### src/rtl/vga_pkg.sv
// Shared timing defaults and counter width for the VGA raster sequencer.
// The defaults describe 800x600@60 Hz on a 40 MHz pixel clock.
package vga_pkg;

  localparam int CNT_W = 11;

  localparam int DEF_H_ACTIVE = 800;
  localparam int DEF_H_FP     = 40;
  localparam int DEF_H_SYNC   = 128;
  localparam int DEF_H_BP     = 88;

  localparam int DEF_V_ACTIVE = 600;
  localparam int DEF_V_FP     = 1;
  localparam int DEF_V_SYNC   = 4;
  localparam int DEF_V_BP     = 23;

  localparam int DEF_HS_POL = 1;
  localparam int DEF_VS_POL = 1;

  // Total length of one axis (active + porches + sync).
  function automatic int axis_total(input int active, input int fp, input int sync, input int bp);
    return active + fp + sync + bp;
  endfunction

endpackage

### src/rtl/itf_vga_no_rgb.sv
// VGA timing bundle without colour: counters, syncs and blanking for both axes.
interface itf_vga_no_rgb;
  logic [vga_pkg::CNT_W-1:0] vcount;
  logic                      vsync;
  logic                      vblnk;
  logic [vga_pkg::CNT_W-1:0] hcount;
  logic                      hsync;
  logic                      hblnk;

  modport out (output vcount, vsync, vblnk, hcount, hsync, hblnk);
  modport in  (input  vcount, vsync, vblnk, hcount, hsync, hblnk);
endinterface

### src/rtl/vga_axis_cnt.sv
// One raster axis: a wrapping position counter with registered blank/sync decodes.
// Decodes are computed from the next count so they always describe the pixel the
// counter is presenting. wrap is combinational: high when this edge will wrap.
module vga_axis_cnt
  import vga_pkg::*;
#(
  parameter int ACTIVE = 800,
  parameter int FP     = 40,
  parameter int SYNC   = 128,
  parameter int BP     = 88,
  parameter int POL    = 1
) (
  input  logic             clk,
  input  logic             rst,
  input  logic             advance,
  output logic [CNT_W-1:0] count,
  output logic             blnk,
  output logic             sync,
  output logic             wrap
);

  localparam int TOTAL = axis_total(ACTIVE, FP, SYNC, BP);

  localparam logic [CNT_W-1:0] LAST_C       = CNT_W'(TOTAL - 1);
  localparam logic [CNT_W-1:0] ACTIVE_C     = CNT_W'(ACTIVE);
  localparam logic [CNT_W-1:0] SYNC_START_C = CNT_W'(ACTIVE + FP);
  localparam logic [CNT_W-1:0] SYNC_END_C   = CNT_W'(ACTIVE + FP + SYNC);
  localparam logic             POL_L        = (POL != 0);

  // The counter cannot represent an axis longer than its width allows.
  if (TOTAL > (1 << CNT_W)) begin : g_total_check
    $error("vga_axis_cnt: axis total %0d exceeds %0d-bit counter range", TOTAL, CNT_W);
  end

  logic [CNT_W-1:0] count_q, count_d;
  logic             blnk_q, blnk_d;
  logic             sync_q, sync_d;
  logic             at_last;

  assign at_last = (count_q == LAST_C);

  // Next count and the decodes of that next count.
  always_comb begin
    count_d = count_q;
    if (advance) begin
      count_d = at_last ? '0 : count_q + CNT_W'(1);
    end
    blnk_d = (count_d >= ACTIVE_C);
    sync_d = ((count_d >= SYNC_START_C) && (count_d < SYNC_END_C)) ? POL_L : ~POL_L;
  end

  // State register; reset parks at position 0 with sync idle.
  always_ff @(posedge clk or posedge rst) begin
    if (rst) begin
      count_q <= '0;
      blnk_q  <= 1'b0;
      sync_q  <= ~POL_L;
    end else begin
      count_q <= count_d;
      blnk_q  <= blnk_d;
      sync_q  <= sync_d;
    end
  end

  assign count = count_q;
  assign blnk  = blnk_q;
  assign sync  = sync_q;
  assign wrap  = advance && at_last;

endmodule

### src/rtl/vga_timing_gen.sv
// Free-running VGA raster sequencer with clock-enable and line/frame start strobes.
// The vertical axis advances only on the edge where the horizontal axis wraps.
module vga_timing_gen
  import vga_pkg::*;
#(
  parameter int H_ACTIVE = DEF_H_ACTIVE,
  parameter int H_FP     = DEF_H_FP,
  parameter int H_SYNC   = DEF_H_SYNC,
  parameter int H_BP     = DEF_H_BP,
  parameter int V_ACTIVE = DEF_V_ACTIVE,
  parameter int V_FP     = DEF_V_FP,
  parameter int V_SYNC   = DEF_V_SYNC,
  parameter int V_BP     = DEF_V_BP,
  parameter int HS_POL   = DEF_HS_POL,
  parameter int VS_POL   = DEF_VS_POL
) (
  input  logic             clk,
  input  logic             rst,
  input  logic             en,
  itf_vga_no_rgb.out       vga_out,
  output logic             line_start,
  output logic             frame_start
);

  logic [CNT_W-1:0] h_count, v_count;
  logic             h_blnk, h_sync, h_wrap;
  logic             v_blnk, v_sync, v_wrap;

  vga_axis_cnt #(
    .ACTIVE (H_ACTIVE),
    .FP     (H_FP),
    .SYNC   (H_SYNC),
    .BP     (H_BP),
    .POL    (HS_POL)
  ) u_h_axis (
    .clk     (clk),
    .rst     (rst),
    .advance (en),
    .count   (h_count),
    .blnk    (h_blnk),
    .sync    (h_sync),
    .wrap    (h_wrap)
  );

  vga_axis_cnt #(
    .ACTIVE (V_ACTIVE),
    .FP     (V_FP),
    .SYNC   (V_SYNC),
    .BP     (V_BP),
    .POL    (VS_POL)
  ) u_v_axis (
    .clk     (clk),
    .rst     (rst),
    .advance (h_wrap),
    .count   (v_count),
    .blnk    (v_blnk),
    .sync    (v_sync),
    .wrap    (v_wrap)
  );

  logic line_start_q, line_start_d;
  logic frame_start_q, frame_start_d;

  // Strobes fire after an enabled wrap; with en low h_wrap is low, so they drop to 0.
  always_comb begin
    line_start_d  = h_wrap;
    frame_start_d = h_wrap && v_wrap;
  end

  // Strobe registers; reset never produces a strobe.
  always_ff @(posedge clk or posedge rst) begin
    if (rst) begin
      line_start_q  <= 1'b0;
      frame_start_q <= 1'b0;
    end else begin
      line_start_q  <= line_start_d;
      frame_start_q <= frame_start_d;
    end
  end

  assign line_start  = line_start_q;
  assign frame_start = frame_start_q;

  assign vga_out.hcount = h_count;
  assign vga_out.hblnk  = h_blnk;
  assign vga_out.hsync  = h_sync;
  assign vga_out.vcount = v_count;
  assign vga_out.vblnk  = v_blnk;
  assign vga_out.vsync  = v_sync;

endmodule

### src/flat_wrapper.sv
// flat-port wrapper written by rule: the top's interface ports become plain ports
module vga_timing_gen_flat import vga_pkg::*;
#(
  parameter int H_ACTIVE = DEF_H_ACTIVE,
  parameter int H_FP     = DEF_H_FP,
  parameter int H_SYNC   = DEF_H_SYNC,
  parameter int H_BP     = DEF_H_BP,
  parameter int V_ACTIVE = DEF_V_ACTIVE,
  parameter int V_FP     = DEF_V_FP,
  parameter int V_SYNC   = DEF_V_SYNC,
  parameter int V_BP     = DEF_V_BP,
  parameter int HS_POL   = DEF_HS_POL,
  parameter int VS_POL   = DEF_VS_POL
)
  (clk, rst, en, line_start, frame_start, vga_out_vcount, vga_out_vsync, vga_out_vblnk, vga_out_hcount, vga_out_hsync, vga_out_hblnk);
  itf_vga_no_rgb vga_out_i ();
  input  logic clk;
  input  logic rst;
  input  logic en;
  output logic line_start;
  output logic frame_start;
  output wire logic [$bits(vga_out_i.vcount)-1:0] vga_out_vcount;
  output wire logic [$bits(vga_out_i.vsync)-1:0] vga_out_vsync;
  output wire logic [$bits(vga_out_i.vblnk)-1:0] vga_out_vblnk;
  output wire logic [$bits(vga_out_i.hcount)-1:0] vga_out_hcount;
  output wire logic [$bits(vga_out_i.hsync)-1:0] vga_out_hsync;
  output wire logic [$bits(vga_out_i.hblnk)-1:0] vga_out_hblnk;
  assign vga_out_vcount = vga_out_i.vcount;
  assign vga_out_vsync = vga_out_i.vsync;
  assign vga_out_vblnk = vga_out_i.vblnk;
  assign vga_out_hcount = vga_out_i.hcount;
  assign vga_out_hsync = vga_out_i.hsync;
  assign vga_out_hblnk = vga_out_i.hblnk;
  vga_timing_gen #(.H_ACTIVE(H_ACTIVE), .H_FP(H_FP), .H_SYNC(H_SYNC), .H_BP(H_BP), .V_ACTIVE(V_ACTIVE), .V_FP(V_FP), .V_SYNC(V_SYNC), .V_BP(V_BP), .HS_POL(HS_POL), .VS_POL(VS_POL)) u_core (.clk(clk), .rst(rst), .en(en), .vga_out(vga_out_i), .line_start(line_start), .frame_start(frame_start));
endmodule
### config.mk
export PLATFORM = sky130hd
export DESIGN_NAME = vga_timing_gen_flat
export DESIGN_NICKNAME = d
export VERILOG_FILES = /design/src/rtl/vga_pkg.sv /design/src/rtl/itf_vga_no_rgb.sv /design/src/rtl/vga_axis_cnt.sv /design/src/rtl/vga_timing_gen.sv /design/src/flat_wrapper.sv
export SDC_FILE = /design/constraint.sdc
export NUM_CORES = 1
export LEC_CHECK = 0
export CAP_MARGIN = 20
export CORE_MARGIN = 3
export CORE_UTILIZATION = 46
export DETAILED_ROUTE_END_ITERATION = 10
export MAX_ROUTING_LAYER = met4
export PLACE_DENSITY_LB_ADDON = 0.05
export SLEW_MARGIN = 20
export SYNTH_ARGS = -nofsm -noshare
export SYNTH_HDL_FRONTEND = slang
export SYNTH_SLANG_ARGS = --single-unit
### constraint.sdc
create_clock -name clk -period 1.8 [get_ports clk]
set_input_delay 0.36 -clock clk [delete_from_list [all_inputs] [get_ports clk]]
set_output_delay 0.36 -clock clk [all_outputs]
set_load 0.02 [all_outputs]
==> results of run 1 <==
-- area by class of cell --
cell class / count / area, sq um
Inverter: 9 / 38.79
Sequential cell: 28 / 708.2
Timing Repair Buffer: 83 / 718.2
Clock buffer: 4 / 36.28
Fill cell: 224 / 721.9
Multi-Input combinational cell: 114 / 899.6
Tap cell: 44 / 55.05
-- cell families (layout without fill, tap and decap cells) --
logic type | Yosys count | after routing | synth area share
AOI/OAI and AO/OA | 30 | 30 | 0.1257
muxes | 2 | 2 | 0.01249
adders and majority gates | 2 | 2 | 0.01561
buffers and inverters | 18 | 96 | 0.05698
xor gates and xnor gates | 14 | 14 | 0.08509
and+or+nand+nor | 66 | 66 | 0.2670
DFF | 28 | 28 | 0.4372
-- metrics by stage --
stage / std cells / worst slack, ps / util / hold WS, ps / area, sq um
floorplan: 160 / -177.9 / - / 425.1 / 1640
global placement: 271 / -360.1 / 0.7173 / 556.7 / 2280
detailed placement: 271 / -415.5 / 0.7173 / 572.0 / 2280
CTS: 282 / -124.2 / 0.7520 / 391.2 / 2390
global route: 282 / -228.2 / 0.7728 / 400.3 / 2456
finish: 282 / -169.7 / 0.7728 / 385.4 / 2456
-- metal layers --
metal	share of wire	vias up	track usage
met3	0.031	8	0.03293
li1	-	722	-
met4	0.015	0	0.06736
met1	0.47	740	0.2981
met2	0.48	29	0.3780
met5	0	-	-
-- flip-flops by register name (all words and copies together) (netlist names) --
register               count
u_core.u_v_axis.sync       1
u_core.u_h_axis.sync       1
u_core.u_h_axis.blnk       1
u_core.frame_start         1
u_core.u_h_axis.count     11
u_core.line_start          1
u_core.u_v_axis.count     11
u_core.u_v_axis.blnk       1
-- power groups by stage --
stage / combinational, uW / clock, uW / sequential [uW]
final: 584 / 311 / 727
after global routing: 632 / 355 / 735
after CTS: 540 / 322 / 723
after detailed placement: 525 / 0 / 735
after global placement: 511 / 0 / 731
after floorplan: 143 / 0 / 840
-- critical path, delay by kind of cell (launching register included) --
| kind | cells | cell delay, ps |
|---|---|---|
| fa+ha+maj | 1 | 150 |
| compound gates | 2 | 410 |
| flops | 1 | 450 |
| simple gates | 4 | 880 |
-- worst min path at each step --
stage | slack [ps] | from | endpoint | cells after the start
finish | 390 | rst | u_core.u_v_axis.count[4] | 3
global route | 400 | rst | u_core.u_v_axis.count[4] | 3
CTS | 390 | rst | u_core.u_v_axis.count[4] | 3
detailed placement | 570 | u_core.u_h_axis.count[2] | u_core.u_h_axis.count[2] | 2
global placement | 560 | u_core.u_h_axis.count[2] | u_core.u_h_axis.count[2] | 2
floorplan | 430 | rst | u_core.frame_start | 1
-- layout by cell type (no fill, tap or decap), types with 3 or more instances in the layout --
master,Yosys,final
dlygate4sd2_1,0,16
a21oi_1,5,4
clkdlybuf4s50_1,0,7
a31oi_1,3,3
dfrtp_2,0,6
o21ai_1,0,4
nand3_1,7,5
clkbuf_4,0,3
and3_1,8,8
xor2_1,5,4
buf_4,1,47
dlymetal6s2s_1,0,7
nand4_1,7,7
nand2_1,12,12
o21ai_0,10,5
inv_1,8,8
nor2_1,8,7
nand2b_1,3,3
dfrtp_1,28,22
o211ai_1,3,3
xnor2_1,8,6
buf_6,1,6
-- what timing repair did --
action | 4_1_cts | 5_1_grt
gates resized for setup | 29 | 20
setup endpoints to repair | 20 | 12
setup buffers | 7 | 0
pin swaps | 11 | 10
==> summary.txt, run 1 <==
Status
  – Outcome: complete, but fails checks
  – Failing checks: negative setup slack

GRT
  – First-pass GRT wire length: 7341 um
  – Total GRT Usage: 0.2305
  – Vias in the first global route: 1530
  – Initial antenna violation count: 0
  – Largest net degree at the start of global routing: 29
  – Global route total overflow: 0

Die
  – Initial core utilization: 0.5043
  – Core area: 3178 sq um
  – Die W: 65.03 um
  – Die H: 65.03 um
  – # IOs: 31
  – Die area: 4229 sq um
  – Row Count: 20

Logic synthesis
  – Top cells by count, synth: dfrtp_1, nand2_1, o21ai_0
  – Synthesized net count: 165
  – Gate Count Post-Synth: 160
  – Ranking of synthesized cells by area: dfrtp_1, xnor2_1, and3_1, o21ai_0, nor4b_4
  – Post-synth top area cell: dfrtp_1
  – Seq cells post-synth: 28
  – Synth Cell Area: 1603 sq um
  – Synth cell types: 46
  – Asr flop ratio synth: 1.000
  – Syn avg cell area: 10.02 sq um
  – Yosys Warn Count: 0
  – Post-synth top flop: dfrtp_1
  – Most frequent cell after synthesis: dfrtp_1
  – Register area share after synthesis: 0.4372
  – Post-synth EDFFs: 0
  – Synth top area share: 0.4372

Power
  – Combinational fraction of design power: 0.360
  – Power Density: 660.6 nW/um^2
  – Sequential share of power: 0.448
  – Switching share of total power: 0.3363
  – Leak: 0.001285 uW
  – Internal power: 1077 uW
  – Sw power: 545.6 uW
  – Clock power frac: 0.192
  – Peak VDD IR: 0.4968 mV
  – Design Power: 1622 uW

Setup path
  – Setup crit start kind: flip-flop
  – Worst r2r src: u_core.u_v_axis.count[0]
  – Reg2Reg Setup Slack: -170 ps
  – Critical Path Sink: u_core.u_v_axis.sync
  – FF-to-FF path depth: 7
  – Worst Setup SP: u_core.u_v_axis.count[0]
  – Worst EP arrival: 2210 ps
  – Crit-path max FO: 5
  – Crit Reg-Reg Endpoint: u_core.u_v_axis.sync
  – Crit-path slowest cell: dfrtp_2
  – CP Class: flip-flop to flip-flop
  – Worst path max stage delay: 450 ps
  – Crit end category: flip-flop
  – Worst Path Required: 2050 ps
  – Critical path, cell by cell: ha_4, nor4b_4, nand4_1, a211oi_2, o21ai_2, nand4b_1, nor4b_2

Clock tree
  – Hold-fix buffers, CTS: 0
  – Num CTS Buffers: 3
  – Clk_lat worst skew: 330 ps
  – TritonCTS clock tree: done
  – H-tree lvl count: 1
  – CTS Buffer Depth: 2
  – Root Buffer: clkbuf_4
  – Sink Count: 28
  – Clock-pin slew on the worst setup and hold paths: 150 ps

Worst hold path
  – Hold Path Class: primary input to async pin

STA
  – Period utilization: 1.094
  – Final setup viols: 2
  – Hold Fails Final Rpt: 0
  – Final Max Tran Viols: 0
  – Fin crit period: 1970 ps
  – RSZ-0062 raised after global routing: yes
  – Worst slew pin tran: 368.7 ps
  – Final Skew: 3.058 ps
  – Final WS setup: -169.7 ps
  – TNS Setup: -300.2 ps
  – Max_slew headroom: 0.7524
  – Achievable Freq: 507.7 MHz

Layout
  – Ant. Diodes: 0
  – Syn-to-layout area delta: 53.24%
  – Share of layout cells above drive strength 1: 0.3697
  – Nets: 244

Routing
  – Remaining antenna violation count after routing: 0
  – Vias after detailed routing: 1499
  – DRC viols: 0
  – First-pass DRT Iterations: 4
  – Wirelength per Cell: 15.48 um
  – First DRT Iteration DRCs: 151
  – Final wirelength: 4364 um
  – Vias/cell: 5.316

Job
  – Maxcap violations: 0

Placement
  – Buffers on Ports: 30
  – Detailed placement HPWL: 2975 um
  – Global placer's final weighted congestion: 0.8717
Power figures use the tool's default switching activity.
==> run 2, diff against run 1 <==
--- a/config.mk
+++ b/config.mk
@@ -7,7 +7,7 @@
 export LEC_CHECK = 0
 export CAP_MARGIN = 20
 export CORE_MARGIN = 3
-export CORE_UTILIZATION = 46
+export CORE_UTILIZATION = 30
 export DETAILED_ROUTE_END_ITERATION = 10
 export MAX_ROUTING_LAYER = met4
 export PLACE_DENSITY_LB_ADDON = 0.05
==> summary.txt, run 2 (synthesized netlist as in run 1, its figures left out) <==
Routing
  – DRC viols: 0 (unchanged)
  – Vias after detailed routing: 1438 (-4.1%)
  – First-pass DRT Iterations: 4 (unchanged)
  – Final wirelength: 4306 um (-1.3%)
  – Remaining antenna violation count after routing: 0 (unchanged)
  – First DRT Iteration DRCs: 55 (-64%)
  – Wirelength per Cell: 14.12 um (-8.8%)
  – Vias/cell: 4.715 (-11%)

Setup path
  – Crit end category: flip-flop
  – Worst Path Required: 1990 ps (-60 ps)
  – Critical path, cell by cell: nor4b_4, nand4_4, clkinv_4, buf_6, nand4_1, mux2i_2, nor4b_2
  – Worst EP arrival: 2170 ps (-40 ps)
  – Setup crit start kind: flip-flop
  – Worst r2r src: u_core.u_h_axis.count[5]
  – Worst path max stage delay: 440 ps (about the same)
  – Worst Setup SP: u_core.u_h_axis.count[5]
  – Crit-path slowest cell: dfrtp_2
  – Crit-path max FO: 10 (+5)
  – CP Class: flip-flop to flip-flop

GRT
  – Global route total overflow: 0 (unchanged)
  – Initial antenna violation count: 0 (unchanged)
  – Largest net degree at the start of global routing: 29 (unchanged)
  – Total GRT Usage: 0.1520 (-0.07850)
  – Vias in the first global route: 1492 (-2.5%)
  – First-pass GRT wire length: 7383 um (+0.57%)

Layout
  – Final-layout fill cell count: 480 (+110%)
  – Share of layout cells above drive strength 1: 0.3655 (-0.004202)
  – Most common cell after layout, fill and taps aside: buf_4
  – Nets: 244 (unchanged)
  – Post-Route Utilization: 0.5099 (-0.2630)
  – Multi-input gate area: 914.6 sq um (+1.7%)
  – Most frequent cells in the layout: buf_4, dfrtp_1, clkdlybuf4s50_1
  – Syn-to-layout area delta: 57.22%
  – Register Area: 706.9 sq um (-0.18%)
  – Fin area: 2520 sq um (+2.6%)
  – Ant. Diodes: 0 (unchanged)

Power
  – Leak: 0.001199 uW (-6.7%)
  – Internal power: 1192 uW (+11%)
  – Sequential share of power: 0.409 (-0.039)
  – Switching share of total power: 0.3225 (-0.01377)
  – Clock power frac: 0.230 (+0.038)
  – Combinational fraction of design power: 0.361 (about the same)
  – Design Power: 1760 uW (+8.5%)
  – Power Density: 698.5 nW/um^2 (+5.7%)
  – Sw power: 567.6 uW (+4.0%)
  – Peak VDD IR: 0.4688 mV (-5.6%)

STA
  – Max_slew headroom: 0.6579 (-0.09453)
  – Worst slew pin tran: 508.8 ps (+140.1 ps)
  – Fin crit period: 1984 ps (+14.80 ps)
  – Final setup viols: 4 (+2)
  – Period utilization: 1.102 (+0.008219)
  – Achievable Freq: 503.9 MHz (-0.75%)
  – TNS Setup: -514.0 ps (-213.7 ps)
  – RSZ-0062 raised after global routing: yes
  – Hold Fails Final Rpt: 0 (unchanged)
  – Final WS setup: -184.5 ps (-14.80 ps)
  – Final Skew: 3.754 ps (+0.6953 ps)
  – Final Max Tran Viols: 0 (unchanged)

Placement
  – Detailed placement HPWL: 3131 um (+5.2%)
  – Placed Area: 2328 sq um (+2.1%)
  – Buffers on Ports: 30 (unchanged)
  – Global placer's final weighted congestion: 0.8098 (-7.1%)

Clock tree
  – Clk_lat worst skew: 280 ps (-50 ps)
  – Num CTS Buffers: 3 (unchanged)
  – Root Buffer: clkbuf_8
  – H-tree lvl count: 1 (unchanged)
  – CTS Buffer Depth: 2 (unchanged)
  – Clock-pin slew on the worst setup and hold paths: 100 ps (-50 ps)
  – Sink Count: 28 (unchanged)
  – Hold-fix buffers, CTS: 0 (unchanged)
  – TritonCTS clock tree: done

Die
  – Row Count: 25 (+25%)
  – # IOs: 31 (unchanged)
  – Die H: 79.10 um (+22%)
  – Die area: 6256 sq um (+48%)
  – Core area: 4942 sq um (+56%)
  – Die W: 79.10 um (+22%)
  – Initial core utilization: 0.3243 (-0.1800)

Worst hold path
  – Hold Path Class: primary input to async pin

Job
  – Maxcap violations: 0 (unchanged)

Status
  – Outcome: complete, but fails checks
  – Failing checks: negative setup slack
## run 2: cell count changes in the layout (fill, tap and decap cells not counted), moves of 2 or more
cell	before	now
buf_4	47	49
buf_6	6	3
clkbuf_4	3	0
clkbuf_8	1	4
clkdlybuf4s50_1	7	20
dlygate4sd2_1	16	7
dlymetal6s2s_1	7	3
o21ai_0	5	7
o21ai_1	4	1
## run 2: path summary, 6_finish.rpt
| check | slack [ps] | cells after the start | endpoint |
|---|---|---|---|
| min | 450 | 3 | u_core.frame_start |
| max | -180 | 7 | u_core.u_v_axis.sync |
| min reg2reg | 600 | 2 | u_core.u_h_axis.count[2] |
| min in group clk | 520 | 3 | u_core.u_h_axis.count[1] |
| max reg2reg | -180 | 7 | u_core.u_v_axis.sync |
| max in group asynchronous | 1060 | 3 | u_core.u_h_axis.count[5] |
## run 2: power by group through the flow
stage | combinational, uW | clock [uW] | sequential (uW)
after floorplan | 143 | 0 | 840
after global placement | 512 | 0 | 732
after detailed placement | 519 | 0 | 733
after CTS | 589 | 424 | 722
after global routing | 685 | 453 | 726
final | 635 | 405 | 720
## run 2: area by class of cell
type,count,area share
multi-input cells,114,0.3630
clock buffers,4,0.02185
repair buffers,83,0.2860
inverters,9,0.01539
well taps,67,0.03327
flip-flops and latches,28,0.2805
## run 2: metrics by stage
step | hold slack (ps) | worst slack (ps) | cells
after detailed placement | 570.5 | -469.2 | 295
after floorplan | 425.1 | -177.9 | 160
final | 449.9 | -184.5 | 305
after global routing | 487.2 | -296.5 | 305
after CTS | 463.1 | -231.4 | 304
after global placement | 567.4 | -485.6 | 295
## run 2: layer usage
metal / up-vias / share of wire / global-route usage / wire length [um]
met3: 2 / 0.030 / 0.01814 / 131
met4: 0 / 0.0058 / 0.03093 / 25
li1: 724 / - / - / -
met2: 26 / 0.44 / 0.2214 / 1912
met1: 686 / 0.52 / 0.2274 / 2237
met5: - / 0 / - / 0
## run 2: what timing repair did
item,in CTS,in global routing
pin swaps,9,6
endpoints found under the setup margin,11,10
resized for setup,22,9
setup buffers,5,1
cloned,0,0
## run 2: worst max-delay path: cells and delay by family, from the launching register on
| family | cells | cell delay, ps |
|---|---|---|
| buffers and inverters | 2 | 270 |
| flip-flops | 1 | 440 |
| multiplexers | 1 | 240 |
| AND/OR/NAND/NOR | 4 | 950 |
